===== src/rtl/src_ram_sched.sv =====
// src_ram_sched: ping-pong scheduler placing 512-word loader bursts into two RAM banks and granting full banks to one reader
// Ports: clk/RST (async, active-high); enable, clr_err control; begin_set/set_status loader handshake;
//        ld_en/ld_addr -> ram_we/ram_wr_addr write mapping; rd_req/rd_grant/rd_bank/rd_done reader handshake;
//        bank_full, wr_bank, timeout_err, overrun_warn, load_cnt status.
module src_ram_sched #(
    parameter logic [15:0] TIMEOUT_CYC = 16'd65535
) (
    input  logic        clk,
    input  logic        RST,
    input  logic        enable,
    input  logic        clr_err,
    output logic        begin_set,
    input  logic [3:0]  set_status,
    input  logic        ld_en,
    input  logic [9:0]  ld_addr,
    output logic        ram_we,
    output logic [9:0]  ram_wr_addr,
    input  logic        rd_req,
    output logic        rd_grant,
    output logic        rd_bank,
    input  logic        rd_done,
    output logic [1:0]  bank_full,
    output logic        wr_bank,
    output logic        timeout_err,
    output logic        overrun_warn,
    output logic [15:0] load_cnt
);
    typedef enum logic [2:0] {IDLE, ARM, LOAD, RELEASE, STALL} state_t;
    state_t      state_q, state_d;
    logic [15:0] tcnt_q, tcnt_d, load_cnt_q, load_cnt_d;
    logic [1:0]  full_q, full_d;
    logic        load_ok_q, load_ok_d, wr_bank_q, wr_bank_d, rd_ptr_q, rd_ptr_d;
    logic        grant_q, grant_d, rd_bank_q, rd_bank_d, terr_q, terr_d, ovr_q, ovr_d;
    logic        set_t, set_o, commit, rel, take, ld_addr_unused;
    assign ld_addr_unused = ld_addr[9];
    always_comb begin
        state_d   = state_q;
        tcnt_d    = tcnt_q;
        load_ok_d = load_ok_q;
        set_t     = 1'b0;
        set_o     = 1'b0;
        commit    = 1'b0;
        case (state_q)
            IDLE: if (enable) begin
                state_d   = full_q[wr_bank_q] ? STALL : ARM;
                tcnt_d    = '0;
                load_ok_d = 1'b0;
            end
            // the loader's first write arrives while status is still 1, so ld_en also advances
            ARM: begin
                tcnt_d = tcnt_q + 16'd1;
                if (set_status == 4'd2 || ld_en) state_d = LOAD;
                else if (tcnt_d == TIMEOUT_CYC) begin
                    set_t     = 1'b1;
                    load_ok_d = 1'b0;
                    state_d   = RELEASE;
                end
            end
            LOAD: if (set_status == 4'd3 || set_status == 4'd4) begin
                load_ok_d = 1'b1;
                set_o     = set_status == 4'd3;
                state_d   = RELEASE;
            end
            RELEASE: if (set_status == 4'd0) begin
                commit  = load_ok_q;
                state_d = IDLE;
            end
            STALL: state_d = full_q[wr_bank_q] ? STALL : IDLE;
            default: state_d = IDLE;
        endcase
    end
    // a granted bank is full so it can never be the commit target; both edits apply independently
    always_comb begin
        full_d = full_q;
        if (commit) full_d[wr_bank_q] = 1'b1;
        if (rel) full_d[rd_bank_q] = 1'b0;
    end
    assign rel        = grant_q & rd_done;
    assign take       = ~grant_q & rd_req & full_q[rd_ptr_q];
    assign grant_d    = grant_q ? ~rd_done : take;
    assign rd_bank_d  = take ? rd_ptr_q : rd_bank_q;
    assign rd_ptr_d   = rd_ptr_q ^ rel;
    assign wr_bank_d  = wr_bank_q ^ commit;
    assign load_cnt_d = load_cnt_q + {15'd0, commit};
    assign terr_d     = ~clr_err & (terr_q | set_t);
    assign ovr_d      = ~clr_err & (ovr_q | set_o);
    always_ff @(posedge clk or posedge RST) begin
        if (RST) begin
            state_q    <= IDLE;
            tcnt_q     <= '0;
            load_cnt_q <= '0;
            full_q     <= '0;
            load_ok_q  <= 1'b0;
            wr_bank_q  <= 1'b0;
            rd_ptr_q   <= 1'b0;
            grant_q    <= 1'b0;
            rd_bank_q  <= 1'b0;
            terr_q     <= 1'b0;
            ovr_q      <= 1'b0;
        end else begin
            state_q    <= state_d;
            tcnt_q     <= tcnt_d;
            load_cnt_q <= load_cnt_d;
            full_q     <= full_d;
            load_ok_q  <= load_ok_d;
            wr_bank_q  <= wr_bank_d;
            rd_ptr_q   <= rd_ptr_d;
            grant_q    <= grant_d;
            rd_bank_q  <= rd_bank_d;
            terr_q     <= terr_d;
            ovr_q      <= ovr_d;
        end
    end
    assign begin_set    = state_q == ARM || state_q == LOAD;
    assign ram_we       = ld_en & begin_set;
    assign ram_wr_addr  = {wr_bank_q, ld_addr[8:0]};
    assign rd_grant     = grant_q;
    assign rd_bank      = rd_bank_q;
    assign bank_full    = full_q;
    assign wr_bank      = wr_bank_q;
    assign timeout_err  = terr_q;
    assign overrun_warn = ovr_q;
    assign load_cnt     = load_cnt_q;
endmodule


===== config.mk =====
export PLATFORM = sky130hd
export DESIGN_NAME = src_ram_sched
export DESIGN_NICKNAME = d
export VERILOG_FILES = /design/src/rtl/src_ram_sched.sv
export SDC_FILE = /design/constraint.sdc
export NUM_CORES = 1
export LEC_CHECK = 0
export BUFFER_PORTS_ARGS = -buffer_cell sky130_fd_sc_hd__buf_2
export CAP_MARGIN = 20
export CORE_MARGIN = 1.5
export CORE_UTILIZATION = 40
export DETAILED_ROUTE_END_ITERATION = 6
export PLACE_DENSITY = 0.68
export SKIP_LAST_GASP = 1
export SYNTH_ARGS = -nofsm -noshare
export SYNTH_HDL_FRONTEND = slang
export SYNTH_SLANG_ARGS = --single-unit

===== constraint.sdc =====
create_clock -name clk -period 2.7 [get_ports clk]
set_input_delay 0.405 -clock clk [delete_from_list [all_inputs] [get_ports clk]]
set_output_delay 0.405 -clock clk [all_outputs]
set_load 0.01 [all_outputs]

== After elaboration in Yosys (flattened, before gate mapping) ==
Index checks and enable logic that the tools add are counted.
Operators by class
  add/subtract/negate cells: 2
  order comparisons: 5
  equal/unequal tests: 14
  multiplexer cells: 33
  bitwise gates (word level): 16
  reduce and logical (&&, ||, !) cells: 12
Operators by type and width (number)
  $pmux 16 s2: 1
  $mux 3: 7
  $mux 1: 18
  $add 16x1->16: 1
  $add 16x1->16 const B: 1
  $eq 16x16->1 const B: 1
  $mux 16: 1
  $pmux 3 s5: 1
  $ne 2x2->1 const B: 5
  $eq 4x2->1 const B: 2
  $and 1x1->1: 6
  $eq 3x2->1 const B: 2
  $lt 1x2->1 const B: 3
  $reduce_and 5->1: 1
  $eq 4x3->1 const B: 1
  $logic_not 4->1: 1
  $mux 2: 2
  $reduce_and 4->1: 1
  $eq 3x1->1 const B: 1
  $eq 3x3->1 const B: 1
  $logic_not 3->1: 1
  $logic_or 1x1->1: 3
  $ne 3x3->1 const B: 1
  $not 1->1: 3
  other kinds (12): 17
Storage, ports and cells
  register bits after elaboration: 44
  output and inout port bits: 35
  word-level logic and storage cells: 93

== Logic depth before layout (Yosys ltp) ==
Gate-level depths: netlist of run 1.
  depth after elaboration: 8
  depth in mapped cells: 10
  depth with buffers taken out: 9

== Worst setup path before layout of run 1 ==
OpenSTA, ideal clock, no wires.
  path type: reg2reg
  start point: register state_q[2]
  end point: register load_cnt_q[12] (netlist: load_cnt[12])
  library setup time: 0.079 ns
  arrival: 2.326 ns
  slack: 0.294 ns
  cell stages (with the launch flop): 11
  buffers on the path: 1
  clock period less this slack: 2.406 ns
  path through: dfrtp_1 > clkbuf_1 > nand2b_1 > or2_2 > and4bb_1 > ha_1 > ha_1 > nand3_1 > or2_2 > nor2_1 > xor2_1
On the way
  cells in the longest elaborated chain, start to end: 3
Ends and longest elaborated chain
  start: declaration: RTL line 29  | state_t state_q, state_d;
  start signal: assignment: RTL line 101  | state_q <= state_d;
  $eq 3x2->1: RTL line 43  | case (state_q)
  $mux 1: RTL line 43
  $add 16x1->16: RTL line 84  | assign load_cnt_d = load_cnt_q + {15'd0, commit};
  net load_cnt_d[12]: RTL line 30  | logic [15:0] tcnt_q, tcnt_d, load_cnt_q, load_cnt_d;
  end signal: assignment: RTL line 103  | load_cnt_q <= load_cnt_d;
  end: declaration: RTL line 30
The timed path passes the listed nets, and every way through them passes these cells.
A chain may end at the register's enable or synchronous reset.

== Final worst setup path of run 1 ==
Ends and elaborated chain as after synthesis.

==> metrics.cfg, run 1 <==
[run_status]
status=completed

[floorplan]
dieArea_um2=6386
core_area_um2=5608
die_y_um=79.91
io_pins=56
fp-row-count=27
start_util_pct=42.19
die_x_um=79.91

[global_route]
grt_max_degree=18
grt_antenna_before_repair=0
overflow=0
track_usage_pct=16.01
first_global_vias=1783
grt_pass1_wl_um=7990

[power]
cellLeakagePower_nw=1.275
total_power_mw=1.936
p_per_area_nw_per_um2=711.6
peakVddDrop_mv=0.3033

[critical_path]
cp-end-kind=flip-flop
crit_chain=nand2b_1 > or2_2 > and4bb_1 > ha_1 > ha_1 > nand3_1 > or2_2 > nor2_1 > xor2_1
max_stage_delay_ns=0.39
crit_type=flip-flop to flip-flop
worst_path_max_delay_cell=dfrtp_1
critPathLaunchType=flip-flop
worst-path-max-fanout=4
cp.required_ns=2.93
arrival_ns=2.70

[finish]
final_net_count=314
fin_cells=362
n_antenna_cell=0
area_growth_pct=15.02
drive_gt1_share_pct=20.69

[synth]
synth-edff-count=0
synth_flop_cell=dfrtp_1
ys_seq_area_share_pct=46.54
ys_seq_elements=44
yosys.area.top_type_share_pct=46.54
syn_area_um2=2366
yosysTopAreaCell=dfrtp_1
async_flop_share_pct=100.0
ys_top_cells_by_area=dfrtp_1 (47%), o21ai_0 (5.5%), xnor2_1 (4.4%)
synth_fp_nets=282
yosysWarningCount=0
synth_cell_type_count=42
syn_avg_cell_area_um2=9.206
syn_inst=257

[timing]
final-setup-viol-count=0
period_minus_slack_ns=2.471
holdWs_ns=0.1097
slew_violations=0
worst_pin_slew_ns=0.6794
setup-tns-final_ns=0
fmax_ghz=0.4047
fin_crit_sh_pct=91.52
grt_setup_unrepaired=no
skew_ns=0.005452
slew_headroom_pct=54.43
hold_viol_final=0

[drt]
num_vias=1955
drt_iter0_drc=106
postRouteWirelength_um=4759
avgViaCountPerCell=5.401
postRouteAntennaNets=0
drc=0
first_pass_iters=5
wl_per_cell_um=13.15

[place]
dp.cells=354
hpwl_um=3412
gp_congestion=0.8573
io_buffers=36

[clock_network]
cts_sinks=44
htreeDepth=2
ctsHoldBuffers=0
clk_path_buf_depth=2
cts_buffers=5
cts_tree=yes
clk_pin_slew_ns=0.09
cts_resized=0
clockRootBuffer=clkbuf_8
postCtsSetupBuffers=0
clock_latency_ns=0.30

[flow_run]
maxCapViolations=0

[min_path]
hp-class=primary input to async pin

==> synth_stat cells, drive strengths merged (3+ instances only) <==
master	n
dfrtp	44
o21ai	27
nand2	24
nor2	24
a21oi	15
buf	13
xnor2	12
nand3	11
nand4	11
inv	10
xor2	8
a31oi	5
clkbuf	5
ha	4
nand2b	4
nor4	4
or2	4
mux2i	3
nor2b	3
==> critical path, delay by kind of cell (launching register included) <==
family / cells / cell delay, ns
xor gates and xnor gates: 1 / 0.16
and+or+nand+nor: 6 / 1.42
adders and majority gates: 2 / 0.44
DFF: 1 / 0.39
==> per-layer routing <==
layer | share of wire, % | wire length, um | track usage (%) | vias up
met5 | 0 | 0 | 0 | -
met4 | 1.2 | 59 | 5.000 | 0
met3 | 5.8 | 275 | 4.229 | 7
met2 | 49 | 2309 | 26.89 | 67
met1 | 44 | 2113 | 19.94 | 922
li1 | - | - | - | 959
==> flip-flops by register name, indices dropped and copies added (netlist names), 2 cells and up <==
name,count
load_cnt,16
state_q,3
tcnt_q,16
bank_full,2
==> kinds of logic after synthesis <==
| family | synth area share [%] |
|---|---|
| simple gates | 21.47 |
| compound gates | 14.54 |
| flops | 46.54 |
| buf+inv | 6.187 |
| xor+xnor | 7.404 |
| mux | 1.745 |
| fa+ha+maj | 2.115 |
==> through the flow <==
step           worst slack, ns  utilization (%)  area, um2
3_3_place_gp            0.2671            45.87       2572
6_report                0.2290            48.53       2721
2_1_floorplan           0.2943                -       2366
3_5_place_dp            0.1942            46.36       2600
5_1_grt                0.05598            48.53       2721
4_1_cts                 0.2079            48.53       2721
==> worst paths after layout <==
kind | startpoint | to | slack, ns | depth (start not counted)
worst min-delay path | RST | load_cnt[7]$_DFF_PP0_ | 0.11 | 2
max in group asynchronous | RST | state_q[1]$_DFFE_PP0P_ | 2.01 | 3
worst max register to register | state_q[2]$_DFFE_PP0P_ | load_cnt[12]$_DFF_PP0_ | 0.23 | 9
min in group clk | clr_err | overrun_warn$_DFF_PP0_ | 0.26 | 2
worst min register to register | load_cnt[15]$_DFF_PP0_ | load_cnt[15]$_DFF_PP0_ | 0.48 | 1
worst max-delay path | state_q[2]$_DFFE_PP0P_ | load_cnt[12]$_DFF_PP0_ | 0.23 | 9
==> layout make-up <==
type,instances,area [um2]
Multi-Input combinational cell,185,1119
Inverter,10,37.54
Clock buffer,6,82.58
Fill cell,544,2887
Clock inverter,2,38.79
Timing Repair Buffer,43,252.7
Sequential cell,44,1101
Tap cell,72,90.09
==> power breakdown <==
| part | total, mW | switching [mW] | internal [mW] |
|---|---|---|---|
| registers | 0.826 | 0.0951 | 0.730 |
| clock network | 0.537 | 0.234 | 0.303 |
| logic | 0.574 | 0.335 | 0.240 |
==> cells in the final DEF, fill, tap and decap left out, types with 5 or more instances in the layout <==
cell type  netlist  routed
dfrtp_1         44      44
buf_2            3      36
o21ai_0         26      26
nor2_1          24      24
nand2_1         24      24
a21oi_1         15      15
xnor2_1         12      12
nand4_1         10      10
nand3_1         10      10
inv_1           10       9
xor2_1           8       8
clkbuf_8         0       6
buf_4           10       6
a31oi_1          5       5
(Power assumes the default switching activity.)
==> run 2, diff against run 1 <==
--- a/config.mk
+++ b/config.mk
@@ -9,8 +9,10 @@
 export CAP_MARGIN = 20
 export CORE_MARGIN = 1.5
 export CORE_UTILIZATION = 40
+export CTS_CLUSTER_DIAMETER = 60
 export DETAILED_ROUTE_END_ITERATION = 6
 export PLACE_DENSITY = 0.68
+export RECOVER_POWER = 100
 export SKIP_LAST_GASP = 1
 export SYNTH_ARGS = -nofsm -noshare
 export SYNTH_HDL_FRONTEND = slang
==> run 2 against run 1 <==
Effect of this change:
- clock-buffer cell count did not move
- register-to-register slack about the same
- sequential cell count unchanged
- critical path type unchanged
- critical endpoint unchanged
- largest cell class unchanged
==> metrics.cfg, run 2 (synthesis gave the netlist of run 1 again) <==
[clock_network]
clock_latency_ns=0.30  ; about the same
clk_path_buf_depth=2  ; unchanged
postCtsSetupBuffers=0  ; unchanged
htreeDepth=2  ; unchanged
clockRootBuffer=clkbuf_8
cts_tree=yes
cts_buffers=5  ; unchanged
cts_sinks=44  ; unchanged
clk_pin_slew_ns=0.09  ; about the same
ctsHoldBuffers=0  ; unchanged
cts_resized=0  ; unchanged

[global_route]
track_usage_pct=16.01  ; unchanged
grt_pass1_wl_um=7990  ; unchanged
overflow=0  ; unchanged
first_global_vias=1783  ; unchanged
grt_antenna_before_repair=0  ; unchanged
grt_max_degree=18  ; unchanged

[drt]
route.met2.wl_um=2286  ; -1.0%
met3_length_um=265  ; -3.6%
wl_per_cell_um=13.29  ; +1.1%
drt_iter0_drc=96  ; -9.4%
routed.top_layer=met4
wl_met1_um=2207  ; +4.4%
avgViaCountPerCell=5.376  ; -0.46%
drc=0  ; unchanged
num_vias=1946  ; -0.46%
postRouteWirelength_um=4812  ; +1.1%
postRouteAntennaNets=0  ; unchanged
first_pass_iters=4  ; -1

[finish]
n_antenna_cell=0  ; unchanged
multi_input_area_um2=1112  ; -0.56%
drive_gt1_share_pct=10.00  ; -11 points
regArea_um2=1101  ; unchanged
final_common_cell=dfrtp_1
area_growth_pct=11.95
final_cell_mix=dfrtp_1 (44), clkbuf_1 (29), o21ai_0 (26)
nFillCells=570  ; +4.8%
final_net_count=314  ; unchanged

[flow_run]
maxCapViolations=0  ; unchanged

[power]
switching_power_uw=668.3  ; +0.69%
intPower_mw=1.242  ; -2.4%
peakVddDrop_mv=0.2956  ; -2.5%
p_comb_share_pct=28.7  ; -0.9 points
switching_share_pct=34.98  ; +0.71 points
p_per_area_nw_per_um2=721.2  ; +1.4%
power_frac_seq_pct=43.3  ; +0.7 points
clockPowerShare_pct=28.1  ; +0.4 points
cellLeakagePower_nw=1.145  ; -10%

[min_path]
hp-class=primary input to async pin

[timing]
layout_setup_ws_ns=0.2311  ; +0.002079 ns
slew_headroom_pct=43.48  ; -11 points
grt_setup_unrepaired=no
final-setup-viol-count=0  ; unchanged
hold_viol_final=0  ; unchanged
fin_crit_sh_pct=91.44  ; about the same
fmax_ghz=0.4050  ; about the same
setup-tns-final_ns=0  ; unchanged
skew_ns=0.008918  ; +0.003466 ns
worst_pin_slew_ns=0.8478  ; +0.1684 ns
slew_violations=0  ; unchanged
period_minus_slack_ns=2.469  ; -0.002079 ns

[place]
preCtsSetupSlack_ns=0.1942  ; unchanged
gp_congestion=0.8573  ; unchanged
io_buffers=36  ; unchanged
hpwl_um=3412  ; unchanged

[critical_path]
critPathLaunchType=flip-flop
crit_type=flip-flop to flip-flop
max_stage_delay_ns=0.39  ; about the same
arrival_ns=2.70  ; about the same
crit_chain=nand2b_1 > or2_2 > and4bb_1 > ha_1 > ha_1 > nand3_1 > or2_2 > nor2_1 > xor2_1
crit_family=simple AND/OR/NAND/NOR gates
cp.required_ns=2.93  ; about the same
worst-path-max-fanout=4  ; unchanged
cp-end-kind=flip-flop
path_buf_inv=0  ; unchanged
worst_path_max_delay_cell=dfrtp_1

[floorplan]
fp-row-count=27  ; unchanged
io_pins=56  ; unchanged
die_x_um=79.91  ; unchanged
die_y_um=79.91  ; unchanged
start_util_pct=42.19  ; unchanged
dieArea_um2=6386  ; unchanged
core_area_um2=5608  ; unchanged

[run_status]
status=completed

[run 2: cell types whose count changed in the layout (fill, tap and decap cells not counted), sizes merged]
cell    change
buf        -29
clkbuf     +29
[run 2: final cells by class]
| cell class | count | share of cell area, % |
|---|---|---|
| clock buffer | 6 | 3.118 |
| timing repair buffer | 43 | 7.038 |
| sequential | 44 | 41.57 |
| multi-input combinational | 185 | 41.99 |
| tap | 72 | 3.401 |
| clock inverter | 2 | 1.464 |
| inverter | 10 | 1.417 |
[run 2: worst paths after layout]
check                                       start                      to  cells past startpoint  slack [ns]
setup reg to reg           state_q[2]$_DFFE_PP0P_  load_cnt[12]$_DFF_PP0_                      9        0.23
min in group clk                          clr_err   timeout_err$_DFF_PP0_                      2        0.27
hold reg to reg            load_cnt[15]$_DFF_PP0_  load_cnt[15]$_DFF_PP0_                      1        0.48
max in group asynchronous                     RST  state_q[2]$_DFFE_PP0P_                      3        1.51
setup / recovery           state_q[2]$_DFFE_PP0P_  load_cnt[12]$_DFF_PP0_                      9        0.23
hold / removal                                RST   load_cnt[7]$_DFF_PP0_                      2        0.08
[run 2: metal layers]
layer,vias up,GRT usage (%)
li1,956,-
met1,924,19.94
met2,60,26.89
met3,6,4.229
met4,0,5.000
met5,-,0
[run 2: power groups by stage]
stage | Clock, mW | Sequential, mW | Combinational (mW)
CTS | 0.556 | 0.825 | 0.581
floorplan | 0 | 0.822 | 0.414
global placement | 0 | 0.833 | 0.556
global route | 0.581 | 0.838 | 0.619
finish | 0.536 | 0.827 | 0.548
detailed placement | 0 | 0.837 | 0.578
[run 2: stage by stage]
stage	instances	area, um2	hold slack, ns	power [mW]	utilization, %
floorplan	257	2366	0.4681	1.236	-
global placement	353	2572	0.4541	1.388	45.87
detailed placement	354	2600	0.4534	1.415	46.36
CTS	362	2721	0.1204	1.961	48.53
global route	362	2649	0.09879	2.039	47.23
finish	362	2649	0.08203	1.910	47.23
[run 2: worst register-to-register path: stages (launching register included)]
cell and delay (ns):
dfrtp_1 0.39, nand2b_1 0.16, or2_2 0.30, and4bb_1 0.35, ha_1 0.22, ha_1 0.22
nand3_1 0.15, or2_2 0.34, nor2_1 0.12, xor2_1 0.16
==> run 3, diff against run 2 <==
--- a/config.mk
+++ b/config.mk
@@ -5,6 +5,7 @@
 export SDC_FILE = /design/constraint.sdc
 export NUM_CORES = 1
 export LEC_CHECK = 0
+export ABC_AREA = 1
 export BUFFER_PORTS_ARGS = -buffer_cell sky130_fd_sc_hd__buf_2
 export CAP_MARGIN = 20
 export CORE_MARGIN = 1.5
==> run 3 against run 2 <==
Effect of this change:
- the run now ends with max-capacitance violations, max-slew violations left
- cell count up 18%
- clock skew down 0.0044 ns
- register-to-register slack better by 0.09 ns
- hold slack worse by 0.0042 ns
- die area up 4.4%
- area after synthesis up 4.6%
- sequential cell count unchanged
- critical path type unchanged
- critical endpoint is now load_cnt[14]$_DFF_PP0_
==> metrics.cfg, run 3 <==
[timing]
hold_viol_final=0  ; unchanged
final-setup-viol-count=0  ; unchanged
grt_setup_unrepaired=no
period_minus_slack_ns=2.378  ; -0.09127 ns
slew_headroom_pct=-7.976  ; -51 points
skew_ns=0.004472  ; -0.004446 ns
fin_crit_sh_pct=88.06  ; -3.4 points
fmax_ghz=0.4206  ; +3.8%
layout_setup_ws_ns=0.3224  ; +0.09127 ns
setup-tns-final_ns=0  ; unchanged
slew_violations=31  ; +31
worst_pin_slew_ns=1.620  ; +0.7718 ns

[power]
total_power_mw=2.317  ; +21%
peakVddDrop_mv=0.4811  ; +63%
p_per_area_nw_per_um2=838.3  ; +16%
cellLeakagePower_nw=1.295  ; +13%

[global_route]
track_usage_pct=16.32  ; +0.31 points
use_met3_pct=4.000  ; -0.23 points
grtUsageMet2_pct=26.53  ; -0.36 points
first_global_vias=1995  ; +12%
grt_use_met1_pct=21.04  ; +1.1 points
grt_max_degree=31  ; +13
overflow=0  ; unchanged
grt_antenna_before_repair=0  ; unchanged
busiest_layer=met2
grt_pass1_wl_um=8397  ; +5.1%

[drt]
first_pass_iters=4  ; unchanged
wl_per_cell_um=11.45  ; -14%
postRouteAntennaNets=0  ; unchanged
drt_iter0_drc=65  ; -32%
num_vias=2045  ; +5.1%
avgViaCountPerCell=4.778  ; -11%
drc=0  ; unchanged
postRouteWirelength_um=4900  ; +1.8%

[clock_network]
clockRootBuffer=clkbuf_8
cts_buffers=5  ; unchanged
cts_resized=0  ; unchanged
clk_path_buf_depth=2  ; unchanged
postCtsSetupBuffers=0  ; unchanged
clk_pin_slew_ns=0.08  ; about the same
ctsHoldBuffers=0  ; unchanged
clock_latency_ns=0.29  ; about the same
htreeDepth=2  ; unchanged
cts_sinks=44  ; unchanged
cts_tree=yes

[finish]
final_net_count=377  ; +20%
final_common_cell=nand2_1
n_antenna_cell=0  ; unchanged
final_cell_mix=nand2_1 (85), dfrtp_1 (44), inv_1 (43)
area_growth_pct=11.68
drive_gt1_share_pct=10.48  ; +0.48 points
nFillCells=612  ; +7.4%

[synth]
synth_most_common_cell=nand2_1
syn_inst=317  ; +23%
synth_cell_type_count=26  ; -38%
synth_flop_cell=dfrtp_1
ys_seq_area_share_pct=44.49  ; -2.0 points
ys_top_cells_by_count=nand2_1 (84), dfrtp_1 (44), inv_1 (44), nor2_1 (24), nand3_1 (22)
ys_top_cells_by_area=dfrtp_1 (44%), nand2_1 (13%), inv_1 (6.7%)
yosysWarningCount=0  ; unchanged
syn_area_um2=2475  ; +4.6%
ys_seq_elements=44  ; unchanged
yosysTopAreaCell=dfrtp_1
synth-edff-count=0  ; unchanged
syn_avg_cell_area_um2=7.807  ; -15%
yosys.area.top_type_share_pct=44.49  ; -2.0 points
synth_fp_nets=342  ; +21%
async_flop_share_pct=100.0  ; unchanged

[critical_path]
max_stage_delay_ns=0.41  ; +0.02 ns
cp.required_ns=2.89  ; -0.04 ns
reg2reg_depth=12  ; +3
path_buf_inv=0  ; unchanged
arrival_ns=2.57  ; -0.13 ns
reg2reg_from=state_q[2]$_DFFE_PP0P_
critPathLaunchType=flip-flop
rrSetupSlack_ns=0.32  ; +0.09 ns
cp-end-kind=flip-flop
crit_type=flip-flop to flip-flop
crit_family=simple AND/OR/NAND/NOR gates
crit_chain=nor2_1 > nand2_1 > nor2_1 > ha_1 > ha_1 > nand3_1 > or2_0 > nor3_2 > nand3_1 > nor2_1 > nand3_1 > xnor2_1
worst-path-max-fanout=4  ; unchanged
worst_path_max_delay_cell=dfrtp_1
worstReg2RegEnd=load_cnt[14]$_DFF_PP0_

[floorplan]
die_x_um=81.66  ; +2.2%
dieArea_um2=6668  ; +4.4%
start_util_pct=41.55  ; -0.64 points
die_y_um=81.66  ; +2.2%
io_pins=56  ; unchanged
fp-row-count=28  ; +3.7%
core_area_um2=5956  ; +6.2%

[place]
hpwl_um=3809  ; +12%
gp_congestion=0.8291  ; -3.3%
io_buffers=36  ; unchanged
preCtsSetupSlack_ns=0.06837  ; -0.1258 ns

[run_status]
status=complete, but fails checks
violations=max-capacitance violations, max-slew violations

[min_path]
hp-class=primary input to async pin

[flow_run]
maxCapViolations=1  ; +1

[run 3: power by group]
group	leakage (nW)	switching, mW	total [mW]	internal (mW)
Clock	0.0645	0.223	0.550	0.327
Combinational	0.652	0.491	0.743	0.252
Sequential	0.578	0.183	1.02	0.841
Total	1.29	0.898	2.32	1.42
[run 3: worst reg2reg max path, delay by kind of cell (launching register included)]
kind,cells,cell delay [ns]
simple gates,9,1.33
fa+ha+maj,2,0.42
flops,1,0.41
xor+xnor,1,0.13
[run 3: layout make-up]
type,count,area (um2),area share (%)
Multi-Input combinational cell,215,1104,39.93
Tap cell,75,93.84,3.395
Clock buffer,7,96.34,3.486
Clock inverter,1,30.03,1.086
Inverter,46,172.7,6.247
Sequential cell,44,1101,39.84
Timing Repair Buffer,40,166.4,6.021
[run 3: how the worst max path moves through the flow]
stage,start,to,slack [ns],cells past startpoint
3_3_place_gp,set_status[3],load_cnt[14]$_DFF_PP0_,0.12,15
4_1_cts,state_q[2]$_DFFE_PP0P_,load_cnt[14]$_DFF_PP0_,0.34,12
2_1_floorplan,set_status[3],load_cnt[14]$_DFF_PP0_,0.36,14
5_1_grt,state_q[2]$_DFFE_PP0P_,load_cnt[14]$_DFF_PP0_,0.07,12
6_report,state_q[2]$_DFFE_PP0P_,load_cnt[14]$_DFF_PP0_,0.32,12
3_5_place_dp,set_status[3],load_cnt[14]$_DFF_PP0_,0.07,15
[run 3: per-layer routing]
layer | vias to the layer above | wire length (um)
li1 | 1067 | -
met1 | 934 | 2344
met2 | 38 | 2283
met3 | 6 | 221
met4 | 0 | 51
met5 | - | 0
[run 3: through the flow]
step | cells | area (um2) | hold slack [ns] | utilization, %
6_report | 428 | 2764 | 0.07779 | 46.41
5_1_grt | 428 | 2764 | 0.1061 | 46.41
4_1_cts | 428 | 2823 | 0.08803 | 47.39
3_5_place_dp | 420 | 2696 | 0.4146 | 45.27
3_3_place_gp | 420 | 2696 | 0.4053 | 45.27
2_1_floorplan | 317 | 2475 | 0.4416 | -
[run 3: cell families (layout without fill, tap and decap cells)]
logic type                 count (synthesis)  after routing  synth area share [%]
buffers and inverters                     58             94                 10.31
xor gates and xnor gates                  15             15                 5.308
DFF                                       44             44                 44.49
and+or+nand+nor                          161            161                 29.88
adders and majority gates                  4              4                 2.022
AOI/OAI and AO/OA                         35             35                 7.988
